## src/rtl/seq_addsub_flags.sv

```systemverilog
// Multi-cycle adder/subtractor producing N/Z/C/V flags, CHUNK bits per clock with a registered inter-chunk carry.
// Optional signed-overflow saturation and the sat port are enabled by defining SEQ_ADDSUB_SAT_EN.
//
// state  | meaning
// IDLE   | in_ready=1, waiting for operands
// RUN    | one chunk of the sum computed per cycle
// DONE   | out_valid=1, result held until out_ready
module seq_addsub_flags #(
    parameter int WIDTH = 32,
    parameter int CHUNK = 8
) (
    input  logic             clk,
    input  logic             rst,
    input  logic             in_valid,
    output logic             in_ready,
    input  logic [WIDTH-1:0] a,
    input  logic [WIDTH-1:0] b,
    input  logic             sub,
    input  logic             c_in,
`ifdef SEQ_ADDSUB_SAT_EN
    input  logic             sat,
`endif
    output logic             out_valid,
    input  logic             out_ready,
    output logic [WIDTH-1:0] s,
    output logic             n,
    output logic             z,
    output logic             c,
    output logic             v
);

    localparam int NCH = WIDTH / CHUNK;
    localparam int KW  = (NCH > 1) ? $clog2(NCH) : 1;
    localparam logic [KW-1:0] K_LAST = KW'(NCH - 1);

    localparam logic [1:0] S_IDLE = 2'd0;
    localparam logic [1:0] S_RUN  = 2'd1;
    localparam logic [1:0] S_DONE = 2'd2;

    localparam logic [WIDTH-1:0] SAT_POS = {1'b0, {(WIDTH-1){1'b1}}};
    localparam logic [WIDTH-1:0] SAT_NEG = {1'b1, {(WIDTH-1){1'b0}}};

    generate
        if (WIDTH < 2) begin : g_bad_width
            $error("seq_addsub_flags: WIDTH must be at least 2");
        end
        if (CHUNK < 1 || (WIDTH % CHUNK) != 0) begin : g_bad_chunk
            $error("seq_addsub_flags: CHUNK must divide WIDTH");
        end
    endgenerate

    logic [1:0]       r_state;
    logic [WIDTH-1:0] r_a;
    logic [WIDTH-1:0] r_b;
    logic [WIDTH-1:0] r_sum;
    logic             r_carry;
    logic [KW-1:0]    r_k;
    logic             r_zacc;
    logic [WIDTH-1:0] r_s;
    logic             r_n;
    logic             r_z;
    logic             r_c;
    logic             r_v;
    logic             w_sat_q;

    logic             w_accept;
    logic             w_last;
    int               w_base;
    logic [CHUNK-1:0] w_a_ch;
    logic [CHUNK-1:0] w_b_ch;
    logic [CHUNK:0]   w_ch_sum;
    logic [WIDTH-1:0] w_sum_next;
    logic             w_v;
    logic             w_z;
    logic             w_clamp;
    logic [WIDTH-1:0] w_s_final;

    assign in_ready  = (r_state == S_IDLE);
    assign out_valid = (r_state == S_DONE);
    assign s = r_s;
    assign n = r_n;
    assign z = r_z;
    assign c = r_c;
    assign v = r_v;

    assign w_accept = in_valid && (r_state == S_IDLE);
    assign w_last   = (r_k == K_LAST);

    always_comb begin
        w_base   = int'(r_k) * CHUNK;
        w_a_ch   = r_a[w_base +: CHUNK];
        w_b_ch   = r_b[w_base +: CHUNK];
        w_ch_sum = {1'b0, w_a_ch} + {1'b0, w_b_ch} + {{CHUNK{1'b0}}, r_carry};
    end

    always_comb begin
        w_sum_next = r_sum;
        w_sum_next[w_base +: CHUNK] = w_ch_sum[CHUNK-1:0];
    end

    assign w_v = (r_a[WIDTH-1] == r_b[WIDTH-1]) && (w_sum_next[WIDTH-1] != r_a[WIDTH-1]);
    assign w_z = r_zacc && (w_ch_sum[CHUNK-1:0] == '0);

    // A clamped result is never zero, so z drops whenever clamping occurs.
    assign w_clamp   = w_sat_q && w_v;
    assign w_s_final = w_clamp ? (r_a[WIDTH-1] ? SAT_NEG : SAT_POS) : w_sum_next;

`ifdef SEQ_ADDSUB_SAT_EN
    logic r_sat;
    assign w_sat_q = r_sat;

    always_ff @(posedge clk or posedge rst) begin
        if (rst) begin
            r_sat <= 1'b0;
        end else if (w_accept) begin
            r_sat <= sat;
        end
    end
`else
    assign w_sat_q = 1'b0;
`endif

    always_ff @(posedge clk or posedge rst) begin
        if (rst) begin
            r_state <= S_IDLE;
            r_a     <= '0;
            r_b     <= '0;
            r_sum   <= '0;
            r_carry <= 1'b0;
            r_k     <= '0;
            r_zacc  <= 1'b0;
        end else begin
            case (r_state)
                S_IDLE: begin
                    if (in_valid) begin
                        r_a     <= a;
                        r_b     <= b ^ {WIDTH{sub}};
                        r_carry <= c_in;
                        r_k     <= '0;
                        r_zacc  <= 1'b1;
                        r_state <= S_RUN;
                    end
                end
                S_RUN: begin
                    r_sum   <= w_sum_next;
                    r_carry <= w_ch_sum[CHUNK];
                    r_zacc  <= w_z;
                    if (w_last) begin
                        r_state <= S_DONE;
                    end else begin
                        r_k <= r_k + 1'b1;
                    end
                end
                S_DONE: begin
                    if (out_ready) begin
                        r_state <= S_IDLE;
                    end
                end
                default: r_state <= S_IDLE;
            endcase
        end
    end

    // Result registers only change on the final RUN edge, so they stay frozen in DONE and IDLE.
    always_ff @(posedge clk or posedge rst) begin
        if (rst) begin
            r_s <= '0;
            r_n <= 1'b0;
            r_z <= 1'b0;
            r_c <= 1'b0;
            r_v <= 1'b0;
        end else if ((r_state == S_RUN) && w_last) begin
            r_s <= w_s_final;
            r_n <= w_s_final[WIDTH-1];
            r_z <= w_z && !w_clamp;
            r_c <= w_ch_sum[CHUNK];
            r_v <= w_v;
        end
    end

endmodule

```

## config.mk

```make
export PLATFORM = sky130hd
export DESIGN_NAME = seq_addsub_flags
export DESIGN_NICKNAME = d
export VERILOG_FILES = /design/src/rtl/seq_addsub_flags.sv
export SDC_FILE = /design/constraint.sdc
export NUM_CORES = 1
export LEC_CHECK = 0
export BUFFER_PORTS_ARGS = -buffer_cell sky130_fd_sc_hd__buf_2
export CORE_MARGIN = 3
export CORE_UTILIZATION = 40
export DETAILED_ROUTE_END_ITERATION = 7
export SLEW_MARGIN = 20
export SYNTH_ARGS = -nofsm -noshare
export SYNTH_HDL_FRONTEND = slang
export SYNTH_SLANG_ARGS = --single-unit
```

## constraint.sdc

```tcl
create_clock -name clk -period 4.1 [get_ports clk]
set_input_delay 0.41 -clock clk [delete_from_list [all_inputs] [get_ports clk]]
set_output_delay 0.41 -clock clk [all_outputs]
set_load 0.01 [all_outputs]
```

==> metrics.yaml <==
fin_skew_ns: 0.009295
drt_wl_total_mm: 15.35
hold_viol_final: 0
async_flop_share_pct: 100.0
detailed_place.area_um2: 7192
yosys.area.top_type: "dfrtp_1"
globalplace.congestion: 0.9033
ys_seq_elements: 137
p_leak_uw: 0.003547
cts_buffer_depth: 2
finalNetCount: 742
synth_top_area_share_pct: 52.98
first_global_vias: 4830
dieArea_um2: 17740
grt_setup_unrepaired: "no"
synth.net_count: 643
yosys-top-cells-area: "dfrtp_1, mux2_2, mux4_2"
htree_levels: 4
powerDensity_nw_per_um2: 1037
vdd_drop_max_uv: 765.5
setup_viol: 0
portBuffers: 107
cp-start-kind: "flip-flop"
path_clk_slew_ns: 0.06
synth_edf_count: 0
drv_slew: 0
crit_type: "reg2reg"
grt_max_degree: 101
maxSlewHeadroom_pct: 22.13
drive_gt1_share_pct: 31.69
start_util_pct: 41.64
grt_use_total_pct: 18.05
critical_path.max_fanout: 11
vias_per_cell: 5.207
synth_cell_types: 47
cts_setup_buffers: 0
layout_min_cycle_time_ns: 3.645
fmax_ghz: 0.2744
cts_tree: "built"
postRouteAntennaNets: 0
hpwl_mm: 10.62
die_w_um: 133.2
synthToLayoutAreaGrowth_pct: 21.11
avgSynthCellArea_um2: 11.60
status: "completed"
dr_total_vias: 4582
numCtsBuffers: 17
clkLatencyLatePin_ns: 0.42
wl_per_cell_um: 17.44
final_min_period_over_clock_period_pct: 88.89
post_cts_resized: 0
firstDrtPassIters: 5
min_path_type: "in2async"
cts_hold_buf: 0
grt_overflow: 0
yosysWarnings: 0
ff2ff_path_depth: 9
multi_input_area_um2: 2861
worst_pin_slew_ns: 1.160
tns_ns: 0
max_cap_violations: 0
worstPathRequired_ns: 4.38
netlist_area_um2: 6471
drcViolationCount: 0
cts_num_sinks: 137
grt_pass1_wl_mm: 25.11
critical_path_arrival_ns: 3.92
antenna_found_initial: 0
rows: 45
fill_cells: 1444
ys_seq_area_share_pct: 52.98
pin_count: 108
end_kind: "flip-flop"
diodes: 0
cts_root_buffer: "clkbuf_16"
design_area_um2: 7838
coreArea_um2: 15540
synth_ff_type: "dfrtp_1"
ff_latch_area_um2: 3428
syn_inst: 558
chipHeight_um: 133.2
drtIter0Drc: 305
critical path, cell delays in order (launching register included):
cell	delay [ns]
dfrtp_1	0.62
buf_4	0.32
mux4_2	0.57
ha_1	0.30
nor2b_1	0.15
o2111ai_1	0.32
nand3b_1	0.12
a21boi_1	0.76
or3_4	0.29
o31ai_4	0.05
area by class of cell:
type / count / area share [%]
Sequential cell: 137 / 43.74
Multi-Input combinational cell: 373 / 36.51
Timing Repair Buffer: 114 / 7.503
Clock buffer: 18 / 5.603
Tap cell: 211 / 3.368
Clock inverter: 13 / 2.570
Inverter: 14 / 0.7024
registers in the layout, indices dropped and copies added, names as in the netlist:
signal,cells
r_b,32
z,1
r_a,32
r_zacc,1
c,1
r_k,2
r_carry,1
v,1
r_sum,32
r_state,2
s,32
final timing paths:
kind / to / slack (ns) / start
hold reg to reg: s[18] / 0.47 / s[18]
min in group clk: r_state[1] / 0.19 / out_ready
setup / recovery: z / 0.46 / r_k[0]
max in group asynchronous: r_b[28] / 2.91 / rst
hold / removal: r_a[7] / 0.18 / rst
setup reg to reg: z / 0.46 / r_k[0]
power breakdown:
group	leakage [µW]	internal, µW	switching, µW	total (µW)
Sequential	0.00172	1930	370	2300
Clock	0.000308	1090	574	1660
Combinational	0.00152	1610	2550	4170
Total	0.00355	4630	3500	8120
layout by cell type (no fill, tap or decap), types with 2 or more instances in the layout:
| cell | n |
|---|---|
| a21oi_1 | 48 |
| a22o_1 | 28 |
| a22o_2 | 4 |
| a22oi_1 | 16 |
| and3_1 | 2 |
| buf_2 | 107 |
| buf_4 | 7 |
| bufinv_16 | 5 |
| clkbuf_16 | 17 |
| clkinv_2 | 4 |
| clkinvlp_4 | 3 |
| dfrtp_1 | 137 |
| fa_1 | 2 |
| ha_1 | 13 |
| inv_1 | 13 |
| mux2_2 | 34 |
| mux4_2 | 16 |
| nand2_1 | 43 |
| nand2b_1 | 3 |
| nand3_1 | 3 |
| nand3b_1 | 2 |
| nor2_1 | 41 |
| nor2b_1 | 18 |
| nor3_1 | 3 |
| o21ai_0 | 34 |
| o21ai_1 | 5 |
| xnor2_1 | 33 |
| xor2_1 | 2 |
cells in the mapped netlist (all sizes together), types with 2 or more instances:
cell and n:
nand2b 3, inv 14, a22oi 16, and2 2, mux2 34, and3 2
a211oi 2, fa 2, a21oi 49, clkbuf 21, nand3 3, a22o 32
nor3 3, ha 13, nor2 41, nor2b 18, buf 13, o21ai 39
xnor2 34, dfrtp 137, nand2 44, mux4 16, nand3b 2, xor2 3
per-layer routing:
layer / track usage, % / share of wire [%] / vias up
met2: 30.02 / 50 / 109
li1: - / - / 2180
met5: 0 / 0 / -
met4: 5.771 / 1.7 / 0
met1: 22.92 / 43 / 2273
met3: 5.098 / 4.8 / 20
logic make-up (layout without fill, tap and decap cells):
family | after synthesis | count (layout) | share of synthesized area, %
flops | 137 | 137 | 52.98
xor+xnor | 37 | 37 | 5.414
mux | 50 | 50 | 11.49
buf+inv | 48 | 159 | 2.958
simple gates | 123 | 123 | 8.971
compound gates | 148 | 148 | 15.06
fa+ha+maj | 15 | 15 | 3.132
through the flow:
| stage | std cells | worst slack (ns) | total power, µW | hold slack (ns) | util, % |
|---|---|---|---|---|---|
| 6_report | 880 | 0.4554 | 8124 | 0.1765 | 50.43 |
| 5_1_grt | 880 | 0.1329 | 8663 | 0.2055 | 50.43 |
| 4_1_cts | 880 | 0.4134 | 8161 | 0.1693 | 50.40 |
| 3_5_place_dp | 849 | 0.4626 | 6458 | 0.4644 | 46.28 |
| 3_3_place_gp | 849 | 0.5970 | 6304 | 0.4575 | 46.28 |
| 2_1_floorplan | 558 | 0.02219 | 5051 | 0.4584 | - |
(Power assumes the default switching activity.)
